`config.mk`:
```
export PLATFORM = sky130hd
export DESIGN_NAME = inst_fetch_queue_flat
export DESIGN_NICKNAME = d
export VERILOG_FILES = /design/src/rtl/inst_fetch_queue_if.sv /design/src/rtl/inst_fetch_queue.sv /design/src/flat_wrapper.sv
export SDC_FILE = /design/constraint.sdc
export NUM_CORES = 1
export LEC_CHECK = 0
export BUFFER_PORTS_ARGS = -buffer_cell sky130_fd_sc_hd__buf_2
export CORE_MARGIN = 4
export CORE_UTILIZATION = 50
export DETAILED_ROUTE_END_ITERATION = 8
export GPL_TIMING_DRIVEN = 0
export PLACE_DENSITY = 0.68
export SETUP_SLACK_MARGIN = 0.3
export SLEW_MARGIN = 10
export SYNTH_ARGS = -nofsm -noshare
export SYNTH_HDL_FRONTEND = slang
export SYNTH_SLANG_ARGS = --single-unit
```
`constraint.sdc`:
```
create_clock -name clock -period 10.7 [get_ports clock]
set_clock_uncertainty 0.05 [all_clocks]
set_input_delay 2.14 -clock clock [delete_from_list [all_inputs] [get_ports clock]]
set_output_delay 2.14 -clock clock [all_outputs]
set_load 0.1 [all_outputs]
```
`src/rtl/inst_fetch_queue_if.sv`:
```
// inst_fetch_queue_if: ifetch -> queue -> dispatch handshake bundle.
// slave = queue side, master = ifetch/dispatch environment side.
interface inst_fetch_queue_if #(
  parameter int XLEN  = 32,
  parameter int DEPTH = 8
);
  localparam int CW = $clog2(DEPTH) + 1;

  logic            flush;
  logic            in_valid;
  logic [31:0]     in_inst;
  logic [XLEN-1:0] in_pc;
  logic [XLEN-1:0] in_npc;
  logic            in_ready;
  logic            out_valid;
  logic [31:0]     out_inst;
  logic [XLEN-1:0] out_pc;
  logic [XLEN-1:0] out_npc;
  logic            out_ready;
  logic            almost_full;
  logic [CW-1:0]   count;

  modport slave (
    input  flush, in_valid, in_inst,
    input  in_pc, in_npc, out_ready,
    output in_ready, out_valid, out_inst,
    output out_pc, out_npc, almost_full, count
  );

  modport master (
    output flush, in_valid, in_inst,
    output in_pc, in_npc, out_ready,
    input  in_ready, out_valid, out_inst,
    input  out_pc, out_npc, almost_full, count
  );
endinterface

```
`src/rtl/inst_fetch_queue.sv`:
```
// inst_fetch_queue: circular fetch->decode decoupling FIFO with flush.
// Optional IFQ_BYPASS_EN: zero-latency pass-through when queue is empty.
module inst_fetch_queue #(
  parameter int DEPTH        = 8,
  parameter int AFULL_THRESH = DEPTH - 2,
  parameter int XLEN         = 32
) (
  input logic          clock,
  input logic          reset,
  inst_fetch_queue_if.slave q
);
  localparam int PW = $clog2(DEPTH);
  localparam int CW = PW + 1;

  typedef struct packed {
    logic [31:0]     inst;
    logic [XLEN-1:0] pc;
    logic [XLEN-1:0] npc;
  } ifq_ent_t;

  ifq_ent_t        mem [DEPTH];
  ifq_ent_t        head_ent;
  ifq_ent_t        in_ent;
  logic [PW-1:0]   head;
  logic [PW-1:0]   tail;
  logic [CW-1:0]   cnt;
  logic            full;
  logic            empty;
  logic            byp;
  logic            push;
  logic            pop;

  assign full  = (cnt == CW'(DEPTH));
  assign empty = (cnt == '0);

`ifdef IFQ_BYPASS_EN
  assign byp = empty & ~q.flush & q.out_ready & reset;
`else
  assign byp = 1'b0;
`endif

  assign in_ent = '{
    inst: q.in_inst,
    pc:   q.in_pc,
    npc:  q.in_npc
  };
  assign head_ent = mem[head];

  // A bypassed instruction is consumed without touching storage.
  assign push = q.in_valid & ~full & ~q.flush & ~byp;
  assign pop  = ~empty & q.out_ready & ~q.flush;

  always_comb begin
    q.in_ready    = ~full;
    q.almost_full = (cnt >= CW'(AFULL_THRESH));
    q.count       = cnt;
    q.out_valid   = ~empty;
    q.out_inst    = head_ent.inst;
    q.out_pc      = head_ent.pc;
    q.out_npc     = head_ent.npc;
    if (byp) begin
      q.out_valid = q.in_valid;
      q.out_inst  = q.in_inst;
      q.out_pc    = q.in_pc;
      q.out_npc   = q.in_npc;
    end
  end

  always_ff @(posedge clock or negedge reset) begin
    if (!reset) begin
      head <= '0;
      tail <= '0;
      cnt  <= '0;
    end else if (q.flush) begin
      head <= '0;
      tail <= '0;
      cnt  <= '0;
    end else begin
      if (push) tail <= tail + PW'(1);
      if (pop)  head <= head + PW'(1);
      unique case ({push, pop})
        2'b10:   cnt <= cnt + CW'(1);
        2'b01:   cnt <= cnt - CW'(1);
        default: cnt <= cnt;
      endcase
    end
  end

  always_ff @(posedge clock) begin
    if (push) mem[tail] <= in_ent;
  end
endmodule

```
`src/flat_wrapper.sv`:
```
// flat-port wrapper written by rule: the top's interface ports become plain ports
module inst_fetch_queue_flat 
#(
  parameter int DEPTH        = 8,
  parameter int AFULL_THRESH = DEPTH - 2,
  parameter int XLEN         = 32
)
  (clock, reset, q_flush, q_in_valid, q_in_inst, q_in_pc, q_in_npc, q_out_ready, q_in_ready, q_out_valid, q_out_inst, q_out_pc, q_out_npc, q_almost_full, q_count);
  inst_fetch_queue_if #(.XLEN(XLEN), .DEPTH(DEPTH)) q_i ();
  input logic clock;
  input logic reset;
  input wire logic [$bits(q_i.flush)-1:0] q_flush;
  input wire logic [$bits(q_i.in_valid)-1:0] q_in_valid;
  input wire logic [$bits(q_i.in_inst)-1:0] q_in_inst;
  input wire logic [$bits(q_i.in_pc)-1:0] q_in_pc;
  input wire logic [$bits(q_i.in_npc)-1:0] q_in_npc;
  input wire logic [$bits(q_i.out_ready)-1:0] q_out_ready;
  output wire logic [$bits(q_i.in_ready)-1:0] q_in_ready;
  output wire logic [$bits(q_i.out_valid)-1:0] q_out_valid;
  output wire logic [$bits(q_i.out_inst)-1:0] q_out_inst;
  output wire logic [$bits(q_i.out_pc)-1:0] q_out_pc;
  output wire logic [$bits(q_i.out_npc)-1:0] q_out_npc;
  output wire logic [$bits(q_i.almost_full)-1:0] q_almost_full;
  output wire logic [$bits(q_i.count)-1:0] q_count;
  assign q_i.flush = q_flush;
  assign q_i.in_valid = q_in_valid;
  assign q_i.in_inst = q_in_inst;
  assign q_i.in_pc = q_in_pc;
  assign q_i.in_npc = q_in_npc;
  assign q_i.out_ready = q_out_ready;
  assign q_in_ready = q_i.in_ready;
  assign q_out_valid = q_i.out_valid;
  assign q_out_inst = q_i.out_inst;
  assign q_out_pc = q_i.out_pc;
  assign q_out_npc = q_i.out_npc;
  assign q_almost_full = q_i.almost_full;
  assign q_count = q_i.count;
  inst_fetch_queue #(.DEPTH(DEPTH), .AFULL_THRESH(AFULL_THRESH), .XLEN(XLEN)) u_core (.clock(clock), .reset(reset), .q(q_i));
endmodule
```
# Yosys cells after proc, flatten, opt, wreduce, memory -nomap -nowiden
# Memory sizes are Yosys's and may differ from the RTL's.
# Index checks and enable logic that the tools add are counted.
classes:
  multipliers: 0
  bitwise_logic: 7
  eq_ne: 3
  add_sub_neg: 4
  n_reduce_logical: 4
  n_div: 0
  shift: 0
  n_lt_le_gt_ge: 1
  mux: 8
ops:
  columns: ["op", "n"]
  rows:
  - ["$mux W3", 4]
  - ["$pmux W4 S2", 1]
  - ["$add A3 B1 Y3 const B", 2]
  - ["$add A4 B1 Y4 const B", 1]
  - ["$and A1 B1 Y1", 4]
  - ["$eq A4 B4 Y1 const B", 1]
  - ["$ge A4 B3 Y1 const B", 1]
  - ["$logic_not A4 Y1", 1]
  - ["$mux W4", 1]
  - ["$reduce_bool A2 Y1", 2]
  - ["$sub A4 B1 Y4 const B", 1]
  - ["$not A1 Y1", 3]
  - ["$reduce_bool A3 Y1", 1]
  - ["$eq A2 B1 Y1 const B", 1]
  - ["$eq A2 B2 Y1 const B", 1]
  - ["$mux W1", 2]
word_totals:
  mem_bits_ro: 0
  latchBits: 0
  ram_bits: 768
  inputBits: 101
  mem_count: 1
  word_cells: 31
  reg_bits: 10
memory_table:
  columns: ["memory", "depth", "word_bits", "rd", "rd_ports_with_merged_regs", "wr", "line", "rtl"]
  rows:
  - ["u_core.mem", 8, 96, 1, 0, 1, "inst_fetch_queue.sv:21", "ifq_ent_t mem [DEPTH];"]

# Logic depth before layout (Yosys ltp)
logic_depth:
  ltp_word: 7
  mapped_depth: 10
  ltp_nobuf: 8

# Least setup slack after synthesis
# Ideal clock, no wire load.
synth_timing:
  path_kind: "input to register"
  from: "in q_in_valid"
  to: "mem u_core.mem[0][0] (netlist bit) (enable)"
  n_path_buf: 1
  setup_slack_ps: 789
  t_required_ps: 9982
  arrival_ps: 9193
  stages: 4
  setup_time_ps: 668
  cell_sequence: "clkbuf_1 -> and3b_1 -> nand2b_1 -> nor3_1"
synth_via:
  elab_chain_len: 4
synth_rtl:
  columns: ["element", "line", "rtl"]
  rows:
  - ["start: declaration", "flat_wrapper.sv:13", "input wire logic [$bits(q_i.in_valid)-1:0] q_in_valid;"]
  - ["$and A1 B1 Y1 (2 in series)", "inst_fetch_queue.sv:50", "assign push = q.in_valid & ~full & ~q.flush & ~byp;"]
  - ["$mux W1", "inst_fetch_queue.sv:90", "if (push) mem[tail] <= in_ent;"]
  - ["$mux W1 (not written as such)", "inst_fetch_queue.sv:90", null]
  - ["end: declaration", "inst_fetch_queue.sv:21", null]
# No other way between the ends.

# Worst setup path in the final report
layout_timing:
  from: "reg u_core.head[2]"
  to: "out q_out_inst[18]"
layout_via:
  elab_chain_len: 1
layout_rtl:
  columns: ["element", "line", "rtl"]
  rows:
  - ["start: declaration", "inst_fetch_queue.sv:24", "logic [PW-1:0] head;"]
  - ["start signal: assignment", "inst_fetch_queue.sv:80", "if (pop) head <= head + PW'(1);"]
  - ["$mem_v2 Z8 W96", null, null]
  - ["end: declaration", "flat_wrapper.sv:20", "output wire logic [$bits(q_i.out_inst)-1:0] q_out_inst;"]
# No other way between the ends.

==> results.yml <==
outcome:
  outcome: "completed"
hold_path:
  min_path_type: "reg2reg"
  min_from: "u_core.tail[0]"
  hold_path_depth: 2
  min_to: "u_core.tail[0]"
flow_run:
  max_cap_violations: 0
worst_setup_path:
  reg2reg_from: "u_core.q.count[1]"
  cp_data_required_time_ns: 8.51
  startpoint_type: "flip-flop"
  r2r-end: "u_core.mem[0][32]"
  criticalPathCategory: "reg2out"
  cp-end-kind: "output pin"
  cp.arrival_ns: 3.55
  reg2reg_depth: 10
  reg2reg_slack_ns: 7.39
  critPathMaxFanout: 10
synthesis:
  yosysWarnings: 0
  ys_async_sr_fraction: 0.0129
  synth-seq-area-share: 0.793
  syn_nets: 1293
  yosys_register_bits: 778
  synth_area_leaders: "edfxtp_1 78%, mux4_2 15%, mux2_2 3.7%"
  avgSynthCellArea_sq_um: 24.8
  synth_area_sq_um: 29400
  syn_inst: 1187
  synth_edf_count: 768
  synth_ff_type: "edfxtp_1"
  synth_top_area_share: 0.785
  synth.most_common_cell: "edfxtp_1"
  netlist-cell-type-count: 30
  synth_top_cell_by_area: "edfxtp_1"
  ys_top_cells_by_count: "768 x edfxtp_1, 192 x mux4_2, 96 x mux2_2, 29 x clkbuf_1, 20 x buf_2"
timing:
  worst_slack_ns: 4.96
  whs_ns: 0.563
  rsz0062_at_grt: "no"
  fin_crit_sh: 0.537
  worst_pin_slew_ns: 1.09
  slew_violations: 0
  fmax_ghz: 0.174
  finalSetupViolations: 0
  relSlewSlack: 0.264
  hold_viol: 0
  final.min_clock_period_ns: 5.74
cells_and_area:
  fin_cells: 2347
  regArea_sq_um: 23300
  synthToLayoutAreaGrowth_pct: 17.8
  finalNetCount: 1627
  num-fill-cells: 4097
  multi_input_area_sq_um: 5890
  drive_gt1_frac: 0.424
cts:
  cts.path.max_buffers: 3
  clk_pin_slew_ns: 0.07
  cts-root-buf: "clkbuf_16"
  postCtsSetupRepairBufs: 0
  clkLatencyLatePin_ns: 0.60
  cts-resized-gates: 0
  hold_buffers: 0
  h-tree-depth: 3
  cts_made_buffers: 76
  cts_tree: "built"
  cts_sinks: 778
global_routing:
  grt_pass1_wl_mm: 91.0
  track_usage: 0.195
  antenna_found_initial: 12
  gr-total-overflow: 0
  first_global_vias: 14000
  grt_start_max_net_pins: 24
power:
  power.density_nw_per_um2: 250
  leakagePower_nw: 11.1
  irDropWorstVdd_mv: 0.175
floorplanning:
  start_util: 0.507
  core-area_sq_um: 57900
  die_h_um: 250
  dieArea_sq_um: 62700
  fp-row-count: 88
  io_pins: 204
  die_w_um: 250
routing:
  ant_nets: 0
  num_vias: 13300
  first_iter_violations: 1057
  vias_per_cell: 5.69
  first_pass_iters: 5
  finalWirelength_mm: 60.4
  remaining_drc_errors: 0
  routedWlPerCell_um: 25.7
placement:
  gp_congestion: 0.732
  dpl.cell_count: 2208
  io_buffers: 202
  dp_hpwl_mm: 38.0
  post-place-ws_ns: 5.49
==> how the worst max path moves through the flow <==
| stage | from | to | slack [ns] | cells after the start |
|---|---|---|---|---|
| 5_1_grt | u_core.head[0] | q_out_pc[8] | 4.74 | 6 |
| 3_5_place_dp | u_core.head[0] | q_out_pc[8] | 5.49 | 6 |
| 4_1_cts | u_core.head[2] | q_out_pc[30] | 4.83 | 5 |
| 3_3_place_gp | q_in_valid | u_core.mem[1][61] | -6.19 | 4 |
| 2_1_floorplan | q_in_valid | u_core.mem[0][0] | 0.79 | 4 |
| 6_report | u_core.head[2] | q_out_inst[18] | 4.96 | 5 |
==> stage by stage <==
stage | total power [mW] | setup TNS (ns) | utilization | instance area, sq um
after global placement | 6.23 | -1764.12 | 0.541 | 31400
after detailed placement | 6.24 | 0 | 0.558 | 32300
after global routing | 8.98 | 0 | 0.598 | 34600
after floorplan | 5.73 | 0 | - | 29400
after CTS | 8.76 | 0 | 0.598 | 34600
final | 8.65 | 0 | 0.598 | 34600
==> routing by layer <==
layer	vias to the layer above	GRT usage	routed length [um]
li1	5778	-	-
met1	7117	0.282	25900
met2	366	0.312	29700
met3	76	0.0387	3750
met4	10	0.0485	990
met5	-	0	67
==> cell usage in the layout (no fill, tap or decap), types with 4 or more instances in the layout <==
cell	instances
edfxtp_1	768
buf_2	222
mux4_2	192
mux2_2	96
clkbuf_16	79
clkbuf_1	44
clkinv_1	22
buf_4	18
buf_12	17
buf_16	11
dfrtp_1	10
nor2_1	9
diode_2	8
buf_1	8
clkinv_2	8
buf_6	8
nor2_4	6
nand2_1	5
bufinv_16	5
nand2b_1	4
mux2i_1	4
nand3_1	4
ha_1	4
==> logic make-up (layout without fill, tap and decap cells) <==
kind of cell	after synthesis	after routing	share of synthesized area
XOR/XNOR	6	6	0.00179
flip-flops	778	778	0.793
adder cells (fa/ha/maj)	5	5	0.00238
multiplexers	292	292	0.185
AO/OA/AOI/OAI	11	11	0.00277
buffers and inverters	58	445	0.00839
AND/OR/NAND/NOR	37	37	0.00626
other	0	8	0
==> state kept, by name (all words and copies together) (netlist names) <==
name,flops
u_core.head,3
u_core.mem,768
u_core.q.count,4
u_core.tail,3
==> worst max-delay path: stages, from the launching register on <==
cell      delay [ns]
dfrtp_1         0.33
clkbuf_1        0.51
clkbuf_1        0.69
clkbuf_1        0.66
mux2_2          0.31
buf_2           0.43
==> power by group <==
group          internal (mW)  switching (mW)  leakage (nW)
sequential              3.45          0.0345          7.07
clock                   1.46            1.05          1.13
combinational          0.761            1.89          2.91
==> final cells by class <==
class                   count  share of cell area
diodes                      8            0.000578
plain buffers              58             0.00712
clock buffers              94              0.0587
clock inverters            37             0.00835
multi-input cells         351               0.170
flip-flops and latches    778               0.673
well taps                 765              0.0276
repair buffers            256              0.0545
Note: power is estimated with default switching activity, not from simulation.
